$ cat config.mk
export PLATFORM = sky130hd
export DESIGN_NAME = pipeline_hazard_ctrl
export DESIGN_NICKNAME = d
export VERILOG_FILES = /design/src/rtl/pipeline_hazard_ctrl.sv
export SDC_FILE = /design/constraint.sdc
export NUM_CORES = 1
export LEC_CHECK = 0
export CORE_MARGIN = 2
export CORE_UTILIZATION = 49
export CTS_BUF_LIST = sky130_fd_sc_hd__clkbuf_8
export DETAILED_ROUTE_END_ITERATION = 8
export MAX_ROUTING_LAYER = met4
export PLACE_DENSITY = 0.83
export SYNTH_ARGS = -nofsm -noshare
export SYNTH_HDL_FRONTEND = slang
export SYNTH_SLANG_ARGS = --single-unit
export TNS_END_PERCENT = 30
$ cat constraint.sdc
create_clock -name clk -period 2.5 [get_ports clk]
set_input_delay 0.5 -clock clk [delete_from_list [all_inputs] [get_ports clk]]
set_output_delay 0.5 -clock clk [all_outputs]
set_load 0.05 [all_outputs]
$ cat src/rtl/pipeline_hazard_ctrl.sv
// pipeline_hazard_ctrl: forwarding selects, load-use stall, branch/jump flush,
// syscall pause/halt sequencing and saturating performance counters.
module pipeline_hazard_ctrl #(
    parameter int          CNT_W   = 32,
    parameter logic [31:0] HALT_V0 = 32'd10
) (
    input  logic             clk,
    input  logic             rst_n,
    input  logic [4:0]       id_ra,
    input  logic [4:0]       id_rb,
    input  logic             id_use_ra,
    input  logic             id_use_rb,
    input  logic             id_syscall,
    input  logic [31:0]      syscall_v0,
    input  logic [4:0]       ex_rw,
    input  logic             ex_regwrite,
    input  logic             ex_memread,
    input  logic [4:0]       mem_rw,
    input  logic             mem_regwrite,
    input  logic             ex_branch_taken,
    input  logic             ex_jump,
    input  logic             go,
    output logic [1:0]       fwd_a,
    output logic [1:0]       fwd_b,
    output logic             pc_en,
    output logic             ifid_en,
    output logic             ifid_flush,
    output logic             idex_flush,
    output logic             paused,
    output logic             halted,
    output logic [CNT_W-1:0] cycle_cnt,
    output logic [CNT_W-1:0] jump_cnt,
    output logic [CNT_W-1:0] branch_cnt,
    output logic [CNT_W-1:0] stall_cnt
);
    typedef enum logic [1:0] {RUN, PAUSE, HALT} state_t;
    state_t state_q, state_d;
    logic ex_ok, mem_ok, lu, redir, run, sys_go;
    logic [CNT_W-1:0] cycle_q, jump_q, branch_q, stall_q;

    // loads are excluded from EX forwarding: their data is not ready until MEM
    assign ex_ok  = ex_regwrite & |ex_rw & ~ex_memread;
    assign mem_ok = mem_regwrite & |mem_rw;
    assign lu     = ex_memread & ex_regwrite & |ex_rw &
                    ((id_use_ra & ex_rw == id_ra) | (id_use_rb & ex_rw == id_rb));
    assign redir  = ex_branch_taken | ex_jump;
    assign run    = state_q == RUN;
    assign sys_go = run & id_syscall & ~lu & ~redir;

    assign fwd_a = !rst_n ? 2'b00 : (id_use_ra & ex_ok & ex_rw == id_ra) ? 2'b01 :
                   (id_use_ra & mem_ok & mem_rw == id_ra) ? 2'b10 : 2'b00;
    assign fwd_b = !rst_n ? 2'b00 : (id_use_rb & ex_ok & ex_rw == id_rb) ? 2'b01 :
                   (id_use_rb & mem_ok & mem_rw == id_rb) ? 2'b10 : 2'b00;

    assign paused = rst_n & state_q == PAUSE;
    assign halted = rst_n & state_q == HALT;

    always_comb begin
        state_d    = run ? (sys_go ? (syscall_v0 == HALT_V0 ? HALT : PAUSE) : RUN) :
                     state_q == PAUSE ? (go ? RUN : PAUSE) : HALT;
        pc_en      = rst_n & run & (redir | ~lu);
        ifid_en    = pc_en;
        ifid_flush = !rst_n | (run & redir);
        idex_flush = !rst_n | ~run | redir | lu;
    end

    always_ff @(posedge clk) begin
        if (!rst_n) state_q <= RUN;
        else        state_q <= state_d;
    end

    function automatic logic [CNT_W-1:0] sat_inc(input logic [CNT_W-1:0] v, input logic inc);
        return (inc & ~&v) ? v + CNT_W'(1) : v;
    endfunction

    always_ff @(posedge clk) begin
        if (!rst_n) begin
            cycle_q  <= '0;
            jump_q   <= '0;
            branch_q <= '0;
            stall_q  <= '0;
        end else begin
            cycle_q  <= sat_inc(cycle_q, run);
            jump_q   <= sat_inc(jump_q, run & ex_jump);
            branch_q <= sat_inc(branch_q, run & ex_branch_taken);
            stall_q  <= sat_inc(stall_q, run & lu & ~redir);
        end
    end

    assign cycle_cnt  = cycle_q;
    assign jump_cnt   = jump_q;
    assign branch_cnt = branch_q;
    assign stall_cnt  = stall_q;
endmodule

Yosys cells after proc, flatten, opt, wreduce, memory -nomap -nowiden
Cells that the tools add are included.
Widths: inputs -> output; s select.
- register bits after elaboration: 130
- input bits: 63
- output and inout bits: 138
- word-level logic and storage cells: 82
- add/sub/neg operators: 4
- equal/unequal tests: 7
- multiplexer cells: 11
- bitwise operators: 43
- reduce and logical (&&, ||, !) cells: 12
- operator list (kind ; number):
    $add 32x1->32 const B ; 4
    $reduce_and 32->1 ; 4
    $and 1x1->1 ; 32
    $eq 32x4->1 const B ; 1
    $eq 5x5->1 ; 4
    $mux 2 ; 10
    $reduce_or 5->1 ; 2
    $or 1x1->1 ; 7
    $logic_not 1->1 ; 5
    $not 1->1 ; 4
    $eq 2x1->1 const B ; 1
    $eq 2x2->1 const B ; 1
    $logic_not 2->1 ; 1
    $mux 1 ; 1

Longest topological paths before layout
- word-level depth: 9
- depth in mapped cells: 9
- gate-level depth less buffers: 7

Least setup slack after synthesis
No wires, ideal clock.
- path type: input to output
- start point: input id_ra[4]
- end point: output fwd_a[1]
- data arrival time: 2.158 ns
- required time: 2.000 ns
- path slack: -0.158 ns
- stages on the path: 4
- buffers on the path: 0
- cell sequence: xor2_1 nor4_1 nand3_1 a211oi_1
- word-level cells in the longest chain between the ends: 5
- elaborated cells on any way between the ends: 7
- those cells by class: eq/ne (2); mux (3); bitwise (2)
- ends and longest elaborated chain (element ; RTL line ; text):
    start: declaration ; 9 ; input logic [4:0] id_ra,
    $eq 5x5->1 ; 51 ; (id_use_ra & mem_ok & mem_rw == id_ra) ? 2'b10 : 2'b00;
    $and 1x1->1 ; 51 ;
    $mux 2 ; 51 ;
    $mux 2 (*) (2 in a row) ; 50 ; assign fwd_a = !rst_n ? 2'b00 : (id_use_ra & ex_ok & ex_rw == id_ra) ? 2'b01 :
    end: declaration ; 23 ; output logic [1:0] fwd_a,
Mark *: on every way between the ends. The rest lies on a longest branch, timed or not.

Final worst setup path
- start point: input ex_rw[3]
- end point: output pc_en
- word-level cells in the longest chain between the ends: 7
- elaborated cells on any way between the ends: 11
- those cells by class: eq/ne (2); bitwise (8); reduce/logical (1)
- ends and longest elaborated chain (element ; RTL line ; text):
    start: declaration ; 15 ; input logic [4:0] ex_rw,
    $eq 5x5->1 ; 45 ; ((id_use_ra & ex_rw == id_ra) | (id_use_rb & ex_rw == id_rb));
    $and 1x1->1 ; 45 ;
    $or 1x1->1 ; 45 ;
    $and 1x1->1 (*) ; 44 ; assign lu = ex_memread & ex_regwrite & |ex_rw &
    $not 1->1 (*) ; 61 ; pc_en = rst_n & run & (redir | ~lu);
    $or 1x1->1 (*) ; 61 ;
    $and 1x1->1 (*) ; 61 ;
    end: declaration ; 25 ; output logic pc_en,
Marked as above.

==> summary.md <==
| Metric | Value |
|---|---|
| Max transition margin | 51.72% |
| GP Congestion | 0.8404 |
| Top cell type by total area after synthesis | dfxtp_1 |
| Number of port buffers | 200 |
| Part of the cycle the worst path needs | 100.6% |
| Die width | 121.6 µm |
| Cell count after synthesis | 807 |
| Ys flop type | dfxtp_1 |
| Sequential share of power | 47.8% |
| Num rows | 42 |
| Largest net degree at the start of global routing | 112 |
| GRT Residual Overflow | 0 |
| Unrepaired setup endpoints after global routing | yes |
| WL per Instance | 15.71 µm |
| Die H | 121.6 µm |
| Worst-path maximum fanout | 3 |
| Net Count, Synth | 874 |
| Antenna cells | 0 |
| Drt first pass iters | 7 |
| Final WS setup | -0.01623 ns |
| Via count | 7004 |
| Hold_buf cts | 0 |
| Sequential area share after synthesis | 38.43% |
| Worst Path Arrival | 2.02 ns |
| Post-layout min period | 2.516 ns |
| Worst-margin pin slew | 0.7176 ns |
| Antenna violations before repair | 0 |
| Top-count cell post-synth | dfxtp_1 |
| Sink Count | 130 |
| Clock slew seen by the registers of the worst setup and hold paths | 0.07 ns |
| Top cell type's share of synthesized area | 38.43% |
| Skew final | 0.01397 ns |
| Combinational Power Share | 8.9% |
| Vias per inst | 5.653 |
| # setup viols final | 2 |
| Warnings from Yosys | 0 |
| CTS Root Cell | clkbuf_8 |
| DP Worst Slack | -0.5333 ns |
| DRC viols | 0 |
| Worst setup SP type | input port |
| Vias in the first global route | 6385 |
| F_max | 397.4 MHz |
| Slew Limit Fails | 0 |
| Hold Crit Class | register to register |
| Netlist Area Pre-Place | 6773 µm² |
| Dpl hpwl | 14.07 mm |
| Post-synth EDFFs | 0 |
| H-tree Lvls | 4 |
| Max-cap viol count | 0 |
| First-pass GRT wire length | 30.90 mm |
| Final hold viol count | 0 |
| Nets | 1117 |
| Pwr Density | 449.8 nW/µm² |
| Clock power frac | 43.3% |
| Starting Density | 50.74% |
| Violated checks | negative setup slack |
| CP Capture Type | output port |
| CTS Buf Count | 17 |
| Layout cells sized above 1 | 13.08% |
| NetSw | 1.037 mW |
| Top post-synthesis cells by area | dfxtp_1, xor2_1, nor2_1 |
| IO Pins | 201 |
| Final Util | 73.32% |
| Internal Dissipation | 3.365 mW |
| Distinct cells, synth | 62 |
| Switch share | 23.56% |
| DRT iter0 DRCs | 381 |
| CP Data Required Time | 2.00 ns |
| Outcome | finished, violations left |
| CTS tree | done |
| Type of the worst setup path | input port to output port |
| Syn_area_per_cell | 8.392 µm² |
| GRT Util Overall | 26.77% |
| Final non-filler cell total | 1239 |
| Ys async rst share | 0% |
| Antenna Violating Nets Remaining | 0 |
| Die area | 14780 µm² |
| Clk_lat worst skew | 0.46 ns |
| WL final | 19.47 mm |
| Clk buf depth | 2 |
| Fin Hold WS | 0.4866 ns |
| Seq cells post-synth | 130 |
| Leak Pwr | 3.364 nW |
| Placed Cells | 1205 |
| Commonest cells in the netlist | dfxtp_1, nor2_1, nand2_1 |
| Core ar. | 13350 µm² |
| Syn-to-layout area delta | 44.50% |
| VDD IR max | 0.2841 mV |
[worst paths after layout]
check                start       endpoint  slack [ns]  depth (start not counted)
min          stall_cnt[17]  stall_cnt[17]        0.49                          2
max               ex_rw[3]          pc_en       -0.02                          7
min reg2reg  stall_cnt[17]  stall_cnt[17]        0.49                          2
max reg2reg  branch_cnt[5]  branch_cnt[0]        0.18                          7
[what timing repair did]
item / in CTS / in global routing
resized for setup: 71 / 4
pin swaps: 16 / 6
setup endpoints to repair: 7 / 8
setup buffers: 1 / 1
[state kept, by name (all words and copies together), names as in the netlist]
name	count
branch_cnt	32
cycle_cnt	32
jump_cnt	32
stall_cnt	32
state_q	2
[worst max-delay path: stages]
cell       delay, ns
buf_2           0.12
xor2_1          0.17
nor4_1          0.25
and3_1          0.26
o2111ai_2       0.17
o311a_4         0.38
buf_8           0.16
[cell families after synthesis]
group / after synthesis / share of synthesized area [%]
buffers and inverters: 46 / 3.288
XOR/XNOR: 99 / 12.80
multiplexers: 11 / 1.626
adder cells (fa/ha/maj): 4 / 0.7390
AO/OA/AOI/OAI: 106 / 10.07
AND/OR/NAND/NOR: 411 / 33.05
flip-flops: 130 / 38.43
[placed cells by master (no fill, tap or decap), types with 4 or more instances in the layout]
master           count
dfxtp_1            130
and2_1              11
or3_1               28
nand2b_1            10
o211ai_1             6
and3_1              15
clkbuf_8            18
nand2_1             68
ha_1                 4
inv_1               16
nand4_1             35
buf_4               53
dlygate4sd2_1        8
and4_1              15
o31ai_1              6
clkinv_2             8
nor4_1              27
buf_6                6
buf_12              10
bufinv_16            4
nand3_1             42
xnor2_1             42
buf_2                6
o21ai_0             33
a21oi_1             31
mux2i_1             11
nor2_1             102
nor3b_1              5
xor2_1              57
clkdlybuf4s50_1    170
a211oi_1             5
nor3_1              17
or4_1                7
[metrics by stage]
stage | TNS [ns] | area, µm² | power (mW)
final | -0.03209 | 9787 | 4.402
after global routing | -0.1676 | 9787 | 4.547
after CTS | -0.1302 | 9769 | 4.430
after detailed placement | -11.26 | 9333 | 2.537
after global placement | -9.315 | 9333 | 2.532
after floorplan | -0.2807 | 6778 | 2.320
[power by group through the flow]
stage               combinational, mW  sequential [mW]  clock [mW]
floorplan                       0.130             2.19           0
global placement                0.383             2.15           0
detailed placement              0.387             2.15           0
CTS                             0.390             2.10        1.94
global route                    0.418             2.10        2.03
finish                          0.392             2.10        1.91
[routing by layer]
layer	wire, µm	vias to the layer above	GRT usage (%)
li1	-	3417	-
met1	8733	3331	34.08
met2	9121	217	40.87
met3	1200	39	7.303
met4	412	0	9.842
met5	0	-	-
[final cells by class]
| cell class | instances | area [µm²] |
|---|---|---|
| Fill cell | 1048 | 3561 |
| Multi-Input combinational cell | 631 | 3991 |
| Timing Repair Buffer | 255 | 2497 |
| Clock inverter | 14 | 170.2 |
| Tap cell | 176 | 220.2 |
| Sequential cell | 130 | 2603 |
| Clock buffer | 18 | 247.7 |
| Inverter | 15 | 57.56 |
(Power assumes the default switching activity.)
